==> src/rtl/tensorcore_feeder.sv <==
// tensorcore_feeder
//   Assembles fp8 A/B and fp16 C operand tiles from a 16-bit valid/ready
//   stream into the tensorcore's parallel operand ports. It pulses in_valid
//   once, waits (bounded by TIMEOUT) for out_valid, and then serializes the
//   4x4 fp16 result onto a 16-bit valid/ready output stream.
//
// Ports
//   clk, rst                 clock, asynchronous active-low reset
//   e5m2mode_in              FP8 format select, captured with operand beat 0
//   s_valid/s_ready/s_data   48-beat operand stream (A: 0-15, B: 16-31, C: 32-47)
//   tc_e5m2mode, tc_in_valid, tc_a, tc_b, tc_c   operands to the tensorcore
//   tc_d, tc_out_valid       result from the tensorcore
//   m_valid/m_ready/m_data/m_last   16-beat result stream, row-major
//   busy                     high outside LOAD
//   timeout_err, err_clr     sticky timeout flag and its synchronous clear
module tensorcore_feeder #(
  parameter logic [15:0] TIMEOUT = 16'd255
) (
  input  logic                    clk,
  input  logic                    rst,
  input  logic                    e5m2mode_in,
  input  logic                    s_valid,
  output logic                    s_ready,
  input  logic [15:0]             s_data,
  output logic                    tc_e5m2mode,
  output logic                    tc_in_valid,
  output logic [0:3][0:7][7:0]    tc_a,
  output logic [0:7][0:3][7:0]    tc_b,
  output logic [0:3][0:3][15:0]   tc_c,
  input  logic [0:3][0:3][15:0]   tc_d,
  input  logic                    tc_out_valid,
  output logic                    m_valid,
  input  logic                    m_ready,
  output logic [15:0]             m_data,
  output logic                    m_last,
  output logic                    busy,
  output logic                    timeout_err,
  input  logic                    err_clr
);

  localparam logic [1:0] ST_LOAD  = 2'd0;
  localparam logic [1:0] ST_ISSUE = 2'd1;
  localparam logic [1:0] ST_WAIT  = 2'd2;
  localparam logic [1:0] ST_DRAIN = 2'd3;

  logic [1:0]  state_q, state_d;
  logic [5:0]  beat_q, beat_d;
  logic [15:0] wait_q, wait_d;
  logic [3:0]  r_q, r_d;
  logic        err_q, err_d;
  // Low only until the first edge after reset release, so s_ready stays 0 in reset.
  logic        run_q;

  logic [0:3][0:7][7:0]  a_q;
  logic [0:7][0:3][7:0]  b_q;
  logic [0:3][0:3][15:0] c_q;
  logic [0:3][0:3][15:0] d_q;
  logic                  e5_q;

  logic s_fire, m_fire, timeout_hit;

  assign s_ready     = run_q && (state_q == ST_LOAD);
  assign tc_in_valid = (state_q == ST_ISSUE);
  assign m_valid     = (state_q == ST_DRAIN);
  assign busy        = (state_q != ST_LOAD);
  assign m_data      = d_q[r_q[3:2]][r_q[1:0]];
  assign m_last      = m_valid && (r_q == 4'd15);
  assign timeout_err = err_q;
  assign tc_a        = a_q;
  assign tc_b        = b_q;
  assign tc_c        = c_q;
  assign tc_e5m2mode = e5_q;

  assign s_fire      = s_valid && s_ready;
  assign m_fire      = m_valid && m_ready;
  // out_valid has priority: a result arriving on the timeout cycle is kept.
  assign timeout_hit = (state_q == ST_WAIT) && !tc_out_valid && (wait_q == TIMEOUT);

  always_comb begin
    // NOTE: every next-state signal gets its hold value first so no path leaves it unassigned (no latch).
    state_d = state_q;
    beat_d  = beat_q;
    wait_d  = wait_q;
    r_d     = r_q;
    unique case (state_q)
      ST_LOAD: begin
        if (s_fire) begin
          if (beat_q == 6'd47) begin
            beat_d  = 6'd0;
            state_d = ST_ISSUE;
          end else begin
            beat_d = beat_q + 6'd1;
          end
        end
      end
      ST_ISSUE: begin
        wait_d  = 16'd0;
        state_d = ST_WAIT;
      end
      ST_WAIT: begin
        if (tc_out_valid) begin
          r_d     = 4'd0;
          state_d = ST_DRAIN;
        end else if (timeout_hit) begin
          state_d = ST_LOAD;
        end else begin
          wait_d = wait_q + 16'd1;
        end
      end
      default: begin
        if (m_fire) begin
          r_d = r_q + 4'd1;
          if (r_q == 4'd15) state_d = ST_LOAD;
        end
      end
    endcase
    // A timeout on the same edge as err_clr leaves the flag set.
    if (timeout_hit)  err_d = 1'b1;
    else if (err_clr) err_d = 1'b0;
    else              err_d = err_q;
  end

  always_ff @(posedge clk or negedge rst) begin
    if (!rst) begin
      state_q <= ST_LOAD;
      beat_q  <= 6'd0;
      wait_q  <= 16'd0;
      r_q     <= 4'd0;
      err_q   <= 1'b0;
      run_q   <= 1'b0;
    end else begin
      // NOTE: sequential state uses non-blocking assignments so all registers update together at the edge.
      state_q <= state_d;
      beat_q  <= beat_d;
      wait_q  <= wait_d;
      r_q     <= r_d;
      err_q   <= err_d;
      run_q   <= 1'b1;
    end
  end

  // Operand registers are written only in LOAD, so they stay put through
  // ISSUE and WAIT while the tensorcore still reads c late in its pipeline.
  always_ff @(posedge clk or negedge rst) begin
    if (!rst) begin
      // NOTE: these tile registers are reset because the port values must read zero in reset.
      a_q  <= '0;
      b_q  <= '0;
      c_q  <= '0;
      d_q  <= '0;
      e5_q <= 1'b0;
    end else begin
      if (s_fire) begin
        case (beat_q[5:4])
          2'b00: begin
            a_q[beat_q[3:2]][{beat_q[1:0], 1'b0}] <= s_data[7:0];
            a_q[beat_q[3:2]][{beat_q[1:0], 1'b1}] <= s_data[15:8];
          end
          2'b01: begin
            b_q[beat_q[3:1]][{beat_q[0], 1'b0}] <= s_data[7:0];
            b_q[beat_q[3:1]][{beat_q[0], 1'b1}] <= s_data[15:8];
          end
          default: c_q[beat_q[3:2]][beat_q[1:0]] <= s_data;
        endcase
        if (beat_q == 6'd0) e5_q <= e5m2mode_in;
      end
      if ((state_q == ST_WAIT) && tc_out_valid) d_q <= tc_d;
    end
  end

endmodule

==> config.mk <==
export PLATFORM = sky130hd
export DESIGN_NAME = tensorcore_feeder
export DESIGN_NICKNAME = d
export VERILOG_FILES = /design/src/rtl/tensorcore_feeder.sv
export SDC_FILE = /design/constraint.sdc
export NUM_CORES = 1
export LEC_CHECK = 0
export BUFFER_PORTS_ARGS = -buffer_cell sky130_fd_sc_hd__buf_4
export CORE_AREA = 2 2 415 417
export DETAILED_ROUTE_END_ITERATION = 8
export DIE_AREA = 0 0 417 419
export REMOVE_ABC_BUFFERS = 1
export SKIP_LAST_GASP = 1
export SLEW_MARGIN = 20
export SYNTH_ARGS = -nofsm -noshare
export SYNTH_HDL_FRONTEND = slang
export SYNTH_SLANG_ARGS = --single-unit
==> constraint.sdc <==
create_clock -name clk -period 8.04 [get_ports clk]
set_input_delay 0.804 -clock clk [delete_from_list [all_inputs] [get_ports clk]]
set_output_delay 0.804 -clock clk [all_outputs]
set_load 0.03 [all_outputs]
---- Word-level counts from Yosys, hierarchy flattened ----
Index checks and enable logic that the tools add are counted.
storage, ports and cells
  register bits after elaboration ......... 1055
  input port bits ......................... 279
  word-level logic and storage cells ...... 227
cells by class
  add/subtract/negate cells ............... 3
  magnitude comparators ................... 16
  equal/unequal tests ..................... 13
  multiplexer cells ....................... 47
  bitwise operators ....................... 11
  reductions and logical operators ........ 34
operator list
  operator                                                     number
  bitwise mux 256 bit                                          5
  demux 64 bit (select 2 bit)                                  3
  2-to-1 mux 64 bit                                            5
  demux 32 bit (select 3 bit)                                  2
  binary-select mux 64 bit (select 2 bit)                      1
  2-to-1 mux 16 bit                                            5
  2-to-1 mux 32 bit                                            2
  demux 8 bit (select 3 bit)                                   2
  binary-select mux 16 bit (select 2 bit)                      1
  demux 16 bit (select 2 bit)                                  1
  demux 8 bit (select 2 bit)                                   2
  2-to-1 mux 8 bit                                             4
  one-hot mux 16 bit (2 select lines)                          1
  greater-or-equal comparator 3 bit (second input constant)    6
  inverter 2 -> 3 bit                                          6
  adder 16 x 1 -> 16 bit (second input constant)               1
  == test 16 x 8 -> 1 bit (second input constant)              1
  logical AND 1 bit                                            14
  greater-or-equal comparator 4 bit (second input constant)    3
  less-than comparator 3 x 1 -> 1 bit (second input constant)  4
  less-than comparator 4 x 1 -> 1 bit (second input constant)  3
  2-to-1 mux 2 bit                                             6
  inverter 3 -> 4 bit                                          3
  AND reduction 2 bit                                          5
  23 further kinds                                             38

---- Longest topological paths before layout ----
Gate-level depths: netlist of run 1.
  depth after elaboration ................. 9
  mapped depth ............................ 10
  depth with buffers taken out ............ 6

---- Worst setup path before layout of run 1 ----
Ideal clock, no wire load.
  path type ............................... register to output
  start point ............................. register r_q[2]
  end point ............................... output port m_data[0]
  arrival ................................. 2.104 ns
  required time ........................... 7.236 ns
  slack ................................... 5.132 ns
  stages on the path, launching flop included .. 6
  buffers on the path ..................... 3
  cell sequence ........................... dfrtp_1 clkbuf_1 buf_2 buf_2 mux4_2 mux4_2
between the ends
  longest elaborated chain between the ends .. 7
ends and longest elaborated chain
  element                                                RTL line  text
  from (decl)                                            49        logic [3:0] r_q, r_d;
  from (signal assigned)                                 136       r_q <= r_d;
  inverter 2 -> 3 bit (implied by the code)              66        assign m_data = d_q[r_q[3:2]][r_q[1:0]];
  binary-select mux 64 bit (select 2 bit)                66
  2-to-1 mux 64 bit (implied by the code) (2 in series)  66
  binary-select mux 16 bit (select 2 bit)                66
  2-to-1 mux 16 bit (implied by the code) (2 in series)  66
  to (decl)                                              34        output logic [15:0] m_data,
Every way passes these cells. The select of a mux whose other input is x is not followed.

---- Worst setup path in the final report of run 1 ----
  start point ............................. register r_q[2]
  end point ............................... output port m_data[11]
Same word-level chain as after synthesis.

==> results of run 1 <==
==> final cells by class <==
| type | instances | area [sq um] | area share |
|---|---|---|---|
| timing repair buffer | 1112 | 8440 | 0.149 |
| inverter | 13 | 48.8 | 0.000862 |
| sequential | 1055 | 26400 | 0.466 |
| tap | 2233 | 2790 | 0.0493 |
| clock inverter | 35 | 654 | 0.0116 |
| antenna | 20 | 50.0 | 0.000884 |
| multi-input combinational | 1842 | 14800 | 0.262 |
| clock buffer | 177 | 3420 | 0.0604 |
==> logic make-up (layout without fill, tap and decap cells) <==
| logic type | after synthesis | in the layout |
|---|---|---|
| AO/OA/AOI/OAI | 52 | 52 |
| XOR/XNOR | 3 | 3 |
| adder cells (fa/ha/maj) | 11 | 11 |
| buffers and inverters | 245 | 1337 |
| flip-flops | 1055 | 1055 |
| multiplexers | 855 | 855 |
| other | 1 | 21 |
| AND/OR/NAND/NOR | 920 | 920 |
==> per-stage QoR <==
step | setup slack, ns | power, W | hold slack, ns | cell area, sq um | utilization
after floorplan | 1.60 | 0.0106 | 0.440 | 41200 | -
after global routing | 3.20 | 0.0195 | 0.166 | 56600 | 0.332
after global placement | 4.23 | 0.0130 | 0.455 | 52500 | 0.308
final | 3.45 | 0.0187 | 0.215 | 56600 | 0.332
after CTS | 3.32 | 0.0189 | 0.127 | 56600 | 0.332
after detailed placement | 4.20 | 0.0131 | 0.457 | 52500 | 0.308
==> state kept, by name, indices dropped and copies added (netlist names), 2 cells and up <==
name and cells:
d_q 256, tc_a 256, tc_b 256, tc_c 256, wait_q 16, beat_q 6, r_q 4, state_q 2
==> final timing paths <==
| path | startpoint | endpoint | cells past startpoint |
|---|---|---|---|
| max in group asynchronous | rst | tc_c[77]$_DFFE_PN0P_ | 4 |
| worst min register to register | d_q[85]$_DFFE_PN0P_ | d_q[85]$_DFFE_PN0P_ | 2 |
| worst max-delay path | r_q[2]$_DFFE_PN0P_ | m_data[11] | 4 |
| worst min-delay path | tc_d[46] | d_q[46]$_DFFE_PN0P_ | 3 |
| min in group asynchronous | rst | tc_a[117]$_DFFE_PN0P_ | 2 |
| worst max register to register | state_q[0]$_DFFE_PN0P_ | tc_b[84]$_DFFE_PN0P_ | 7 |
==> cells in the final DEF (no fill, tap or decap), types with 7 or more instances in the layout <==
master	instances
clkbuf_1	31
clkbuf_8	31
nand2_1	817
clkinv_2	8
mux2_4	10
clkbuf_16	115
o21ai_0	11
mux4_2	80
bufinv_16	14
nor2_1	14
nand4_1	7
dfrtp_1	1053
inv_1	11
nor2_2	10
buf_4	1103
and3_1	7
a21oi_1	8
nand3_1	16
mux2_2	764
diode_2	20
ha_1	11
==> Yosys cell counts, types with 3 or more instances <==
cell type,instances,area (sq um)
a2111oi_0,3,26.3
a21o_1,3,22.5
a21oi_1,8,40.0
a22o_1,6,52.6
a31oi_1,6,37.5
and2_1,6,37.5
and3_1,7,43.8
and4_1,6,52.6
buf_1,14,52.6
buf_2,28,140
buf_4,6,45.0
clkbuf_1,182,683
dfrtp_1,1055,26400
ha_1,11,138
inv_1,11,41.3
mux2_2,764,8600
mux2_4,10,150
mux4_2,80,1800
nand2_1,819,3070
nand2b_1,4,25.0
nand3_1,16,80.1
nand3b_1,5,37.5
nand4_1,7,43.8
nor2_1,15,56.3
nor2_2,9,56.3
nor3_1,4,20.0
nor4_1,7,43.8
o21ai_0,11,55.1
or3_1,5,31.3
xnor2_1,3,26.3
==> routing by layer <==
layer | track usage | wire length, microns | vias up
met5 | 0 | 22 | -
met4 | 0.0841 | 7340 | 4
met3 | 0.0357 | 8270 | 304
met2 | 0.300 | 79900 | 1025
met1 | 0.209 | 62100 | 15600
li1 | - | - | 12700
==> worst max-delay path, cell delays in order, from the launching register on <==
cell and delay (ns):
dfrtp_4 0.90, buf_4 0.69, mux4_2 0.60, mux4_2 0.55, buf_4 0.20
==> power by group <==
part	switching, W	internal [W]
Combinational	0.00342	0.00219
Sequential	0.000818	0.00659
Clock	0.00231	0.00338
Total	0.00655	0.0122
==> repair_timing <==
item | 4_1_cts | 5_1_grt
hold buffers | 1 | 0
setup endpoints to repair | 0 | 0
hold endpoints to repair | 60 | 0
==> impl_metrics.env, run 1 <==
export IMPL_synth_avg_cell_area_sq_um=13.4
export IMPL_arrival_ns=3.78
export IMPL_synth_cells=3142
export IMPL_status="complete, no violations"
export IMPL_grt_usage=0.175
export IMPL_drt_vias_per_instance=4.57
export IMPL_drtIter0Drc=1667
export IMPL_grt_max_degree=166
export IMPL_crit_type="register to output pin"
export IMPL_synth_xor_area_frac=0.000623
export IMPL_hpwl_microns=109000
export IMPL_skew_ns=0.0643
export IMPL_drive_above_1_share=0.513
export IMPL_layout_nets=4428
export IMPL_dr_pass1_iters=5
export IMPL_slew_headroom=0.246
export IMPL_fin_crit_ns=4.59
export IMPL_route_detailed_drc=0
export IMPL_pwr_density_cell_nw_per_um2=330
export IMPL_io_pins=1070
export IMPL_hold_class="input port to register"
export IMPL_synth_top_family_by_area="multiplexers"
export IMPL_clock_path_buffers=3
export IMPL_fillers=17000
export IMPL_place_inst=6254
export IMPL_numCtsBuffers=114
export IMPL_netlist_area_sq_um=42200
export IMPL_clock_sinks=1055
export IMPL_synth_mux_area_frac=0.250
export IMPL_max_cap_violations=0
export IMPL_crit_path_max_fanout=35
export IMPL_setup_viol=0
export IMPL_yosysUniqueCellTypes=51
export IMPL_synth_compound_area_frac=0.00854
export IMPL_ant_nets=0
export IMPL_wl_per_cell_microns=24.3
export IMPL_wirelength_microns=158000
export IMPL_slew_viol_final=0
export IMPL_grt_ovfl_total=0
export IMPL_post_cts_resized=0
export IMPL_fp_dieH_microns=419
export IMPL_seq_area_frac_synth=0.626
export IMPL_yosys_warnings=0
export IMPL_vdd_drop_max_v=0.000234
export IMPL_hold_violations=0
export IMPL_initial_utilization=0.247
export IMPL_antenna_found_initial=23
export IMPL_grt_pass1_wl_microns=222000
export IMPL_grt_pass1_vias=30100
export IMPL_tns_ns=0
export IMPL_portBuffers=1069
export IMPL_ys_ff_latch=1055
export IMPL_dr_total_vias=29600
export IMPL_path_clk_slew_ns=0.06
export IMPL_clock_latency_ns=0.78
export IMPL_synth_edf_count=0
export IMPL_clock_root_buffer="clkbuf_16"
export IMPL_critPathLaunchType="register"
export IMPL_synthSimpleGateAreaFrac=0.0878
export IMPL_die_area_sq_um=175000
export IMPL_die_w_microns=417
export IMPL_power_static_leakage_nw=29.6
export IMPL_fmax_ghz=0.218
export IMPL_area_growth_pct=34.3
export IMPL_core_area_sq_um=171000
export IMPL_synthAdderAreaFrac=0.00326
export IMPL_reg2reg_setup_slack_ns=4.58
export IMPL_cp_end_kind="output pin"
export IMPL_async_flop_share=1.00
export IMPL_synth_ff_type="dfrtp_1"
export IMPL_post_cts_buffers=0
export IMPL_fin_crit_sh=0.571
export IMPL_place_gp_congestion=0.861
export IMPL_htreeDepth=3
export IMPL_cts_tree="done"
export IMPL_final_cells=6487
export IMPL_rsz0062_at_grt="no"
export IMPL_row_count=152
export IMPL_crit_required_ns=7.24
export IMPL_tightest_slew_ns=1.13
Power figures use the tool's default switching activity.
==> run 2: changes to the inputs <==
==> constraint.sdc (replaced) <==
create_clock -name clk -period 3.8 [get_ports clk]
set_input_delay 0.38 -clock clk [delete_from_list [all_inputs] [get_ports clk]]
set_output_delay 0.38 -clock clk [all_outputs]
set_load 0.03 [all_outputs]
==> impl_metrics.env, run 2 (same netlist as run 1, synthesis figures left out) <==
export IMPL_crit_required_ns=3.42
export IMPL_crit_slowest_cell="dfrtp_2"
export IMPL_layout_commonest_cell="buf_4"
export IMPL_hold_violations=0
export IMPL_grt_ovfl_total=0
export IMPL_mostFrequentLayoutCells="1,150 x buf_4, 1,053 x dfrtp_1, 817 x nand2_1, 764 x mux2_2, 259 x dlygate4sd3_1"
export IMPL_wirelength_microns=162000
export IMPL_clock_latency_ns=0.77
export IMPL_cp_end_kind="output pin"
export IMPL_crit_path_max_fanout=22
export IMPL_swShare=0.353
export IMPL_slew_viol_final=0
export IMPL_core_area_sq_um=171000
export IMPL_slew_headroom=0.265
export IMPL_row_count=152
export IMPL_path_clk_slew_ns=0.06
export IMPL_route_met3_wl_microns=9260
export IMPL_wl_met2_microns=79600
export IMPL_fmax_ghz=0.287
export IMPL_design_area_sq_um=59600
export IMPL_fin_crit_sh=0.916
export IMPL_area_growth_pct=41.2
export IMPL_p_switching_w=0.0140
export IMPL_skew_ns=0.0626
export IMPL_numCtsBuffers=113
export IMPL_route_detailed_drc=0
export IMPL_setup_ws_ns=0.318
export IMPL_pwr_density_cell_nw_per_um2=665
export IMPL_vdd_drop_max_v=0.000520
export IMPL_clock_root_buffer="clkbuf_16"
export IMPL_tns_ns=0
export IMPL_fin_crit_ns=3.48
export IMPL_p_seq_frac=0.394
export IMPL_ant_nets=0
export IMPL_cts_tree="done"
export IMPL_die_w_microns=417
export IMPL_critical_path_max_stage_delay_ns=0.83
export IMPL_rsz0062_at_grt="no"
export IMPL_path_cells="buf_4 -> mux4_2 -> mux4_2 -> buf_4"
export IMPL_clkPwrFrac=0.294
export IMPL_dr_total_vias=31200
export IMPL_hpwl_microns=110000
export IMPL_drive_above_1_share=0.489
export IMPL_clock_path_buffers=3
export IMPL_fp_dieH_microns=419
export IMPL_dr_pass1_iters=5
export IMPL_crit_type="register to output pin"
export IMPL_setup_viol=0
export IMPL_grt_pass1_wl_microns=228000
export IMPL_met1_length_microns=62100
export IMPL_max_cap_violations=0
export IMPL_grt_pass1_vias=32200
export IMPL_wl_per_cell_microns=23.8
export IMPL_clock_sinks=1055
export IMPL_power_static_leakage_nw=30.9
export IMPL_status="complete, no violations"
export IMPL_antenna_found_initial=24
export IMPL_fillers=16600
export IMPL_tightest_slew_ns=1.10
export IMPL_grt_usage=0.180
export IMPL_post_dp_cell_area_sq_um=53000
export IMPL_initial_utilization=0.247
export IMPL_drtIter0Drc=1985
export IMPL_htreeDepth=3
export IMPL_final_cells=6802
export IMPL_critPathLaunchType="register"
export IMPL_place_inst=6308
export IMPL_layout_nets=4740
export IMPL_io_pins=1070
export IMPL_finalCoreUtilization=0.349
export IMPL_arrival_ns=3.10
export IMPL_drt_vias_per_instance=4.59
export IMPL_place_gp_congestion=0.855
export IMPL_crit_buf_inv=2
export IMPL_portBuffers=1069
export IMPL_pre_cts_slack_ns=0.700
export IMPL_combPwrFrac=0.312
export IMPL_hold_class="input port to register"
export IMPL_grt_max_degree=168
export IMPL_highest_layer="met5"
export IMPL_crit_family="multiplexers"
export IMPL_internal_power_w=0.0257
export IMPL_die_area_sq_um=175000
-- run 2: changes by cell type in the layout (fill, tap and decap cells not counted), moves of 2 or more --
cell,change
bufinv_16,-2
buf_4,+47
dlygate4sd3_1,+258
clkinv_2,+7
clkinvlp_4,-2
buf_12,+9
clkbuf_8,-5
diode_2,+7
-- run 2: layer usage --
metal,GRT usage,vias to the layer above
li1,-,13300
met1,0.210,16200
met2,0.304,1225
met3,0.0372,429
met4,0.107,4
met5,0,-
-- run 2: path summary, 6_finish.rpt --
kind                                    endpoint              startpoint  slack [ns]  depth (start not counted)
max                                    m_data[2]      r_q[3]$_DFFE_PN0P_        0.32                          4
min                        wait_q[0]$_DFFE_PN0P_            tc_out_valid        0.15                          3
max reg2reg                tc_b[212]$_DFFE_PN0P_  state_q[1]$_DFFE_PN0P_        0.80                          6
min reg2reg                 d_q[123]$_DFFE_PN0P_    d_q[123]$_DFFE_PN0P_        0.47                          2
max in group asynchronous    d_q[85]$_DFFE_PN0P_                     rst        2.28                          4
min in group asynchronous   tc_b[65]$_DFFE_PN0P_                     rst        0.31                          2
-- run 2: final cells by class --
cell class	count	area [sq um]	share of cell area
flip-flops and latches	1055	26400	0.443
multi-input cells	1842	14800	0.249
repair buffers	1425	11500	0.194
clock buffers	170	3320	0.0558
well taps	2233	2790	0.0469
clock inverters	37	592	0.00993
diodes	27	67.6	0.00113
inverters	13	48.8	0.000819
-- run 2: repair_timing --
item,CTS,global route
buffers inserted,0,1
gates resized for setup,0,0
endpoints found under the setup margin,0,4
hold endpoints to repair,312,0
hold buffers,259,0
-- run 2: per-stage QoR --
stage                     total power (W)  hold WS, ns
final                              0.0396        0.151
after global routing               0.0414        0.141
after CTS                          0.0400       0.0442
after detailed placement           0.0280        0.458
after global placement             0.0277        0.455
after floorplan                    0.0223       0.0844
-- run 2: tightest hold or removal path: stages --
cell and delay (ns):
buf_4 0.15, a41oi_1 0.11, o221ai_1 0.18
-- run 2: power by group through the flow --
stage | Clock (W) | Combinational, W | Sequential, W
after global routing | 0.0124 | 0.0131 | 0.0159
after floorplan | 0 | 0.00373 | 0.0186
after CTS | 0.0119 | 0.0125 | 0.0156
after global placement | 0 | 0.0121 | 0.0156
final | 0.0116 | 0.0124 | 0.0156
after detailed placement | 0 | 0.0122 | 0.0157
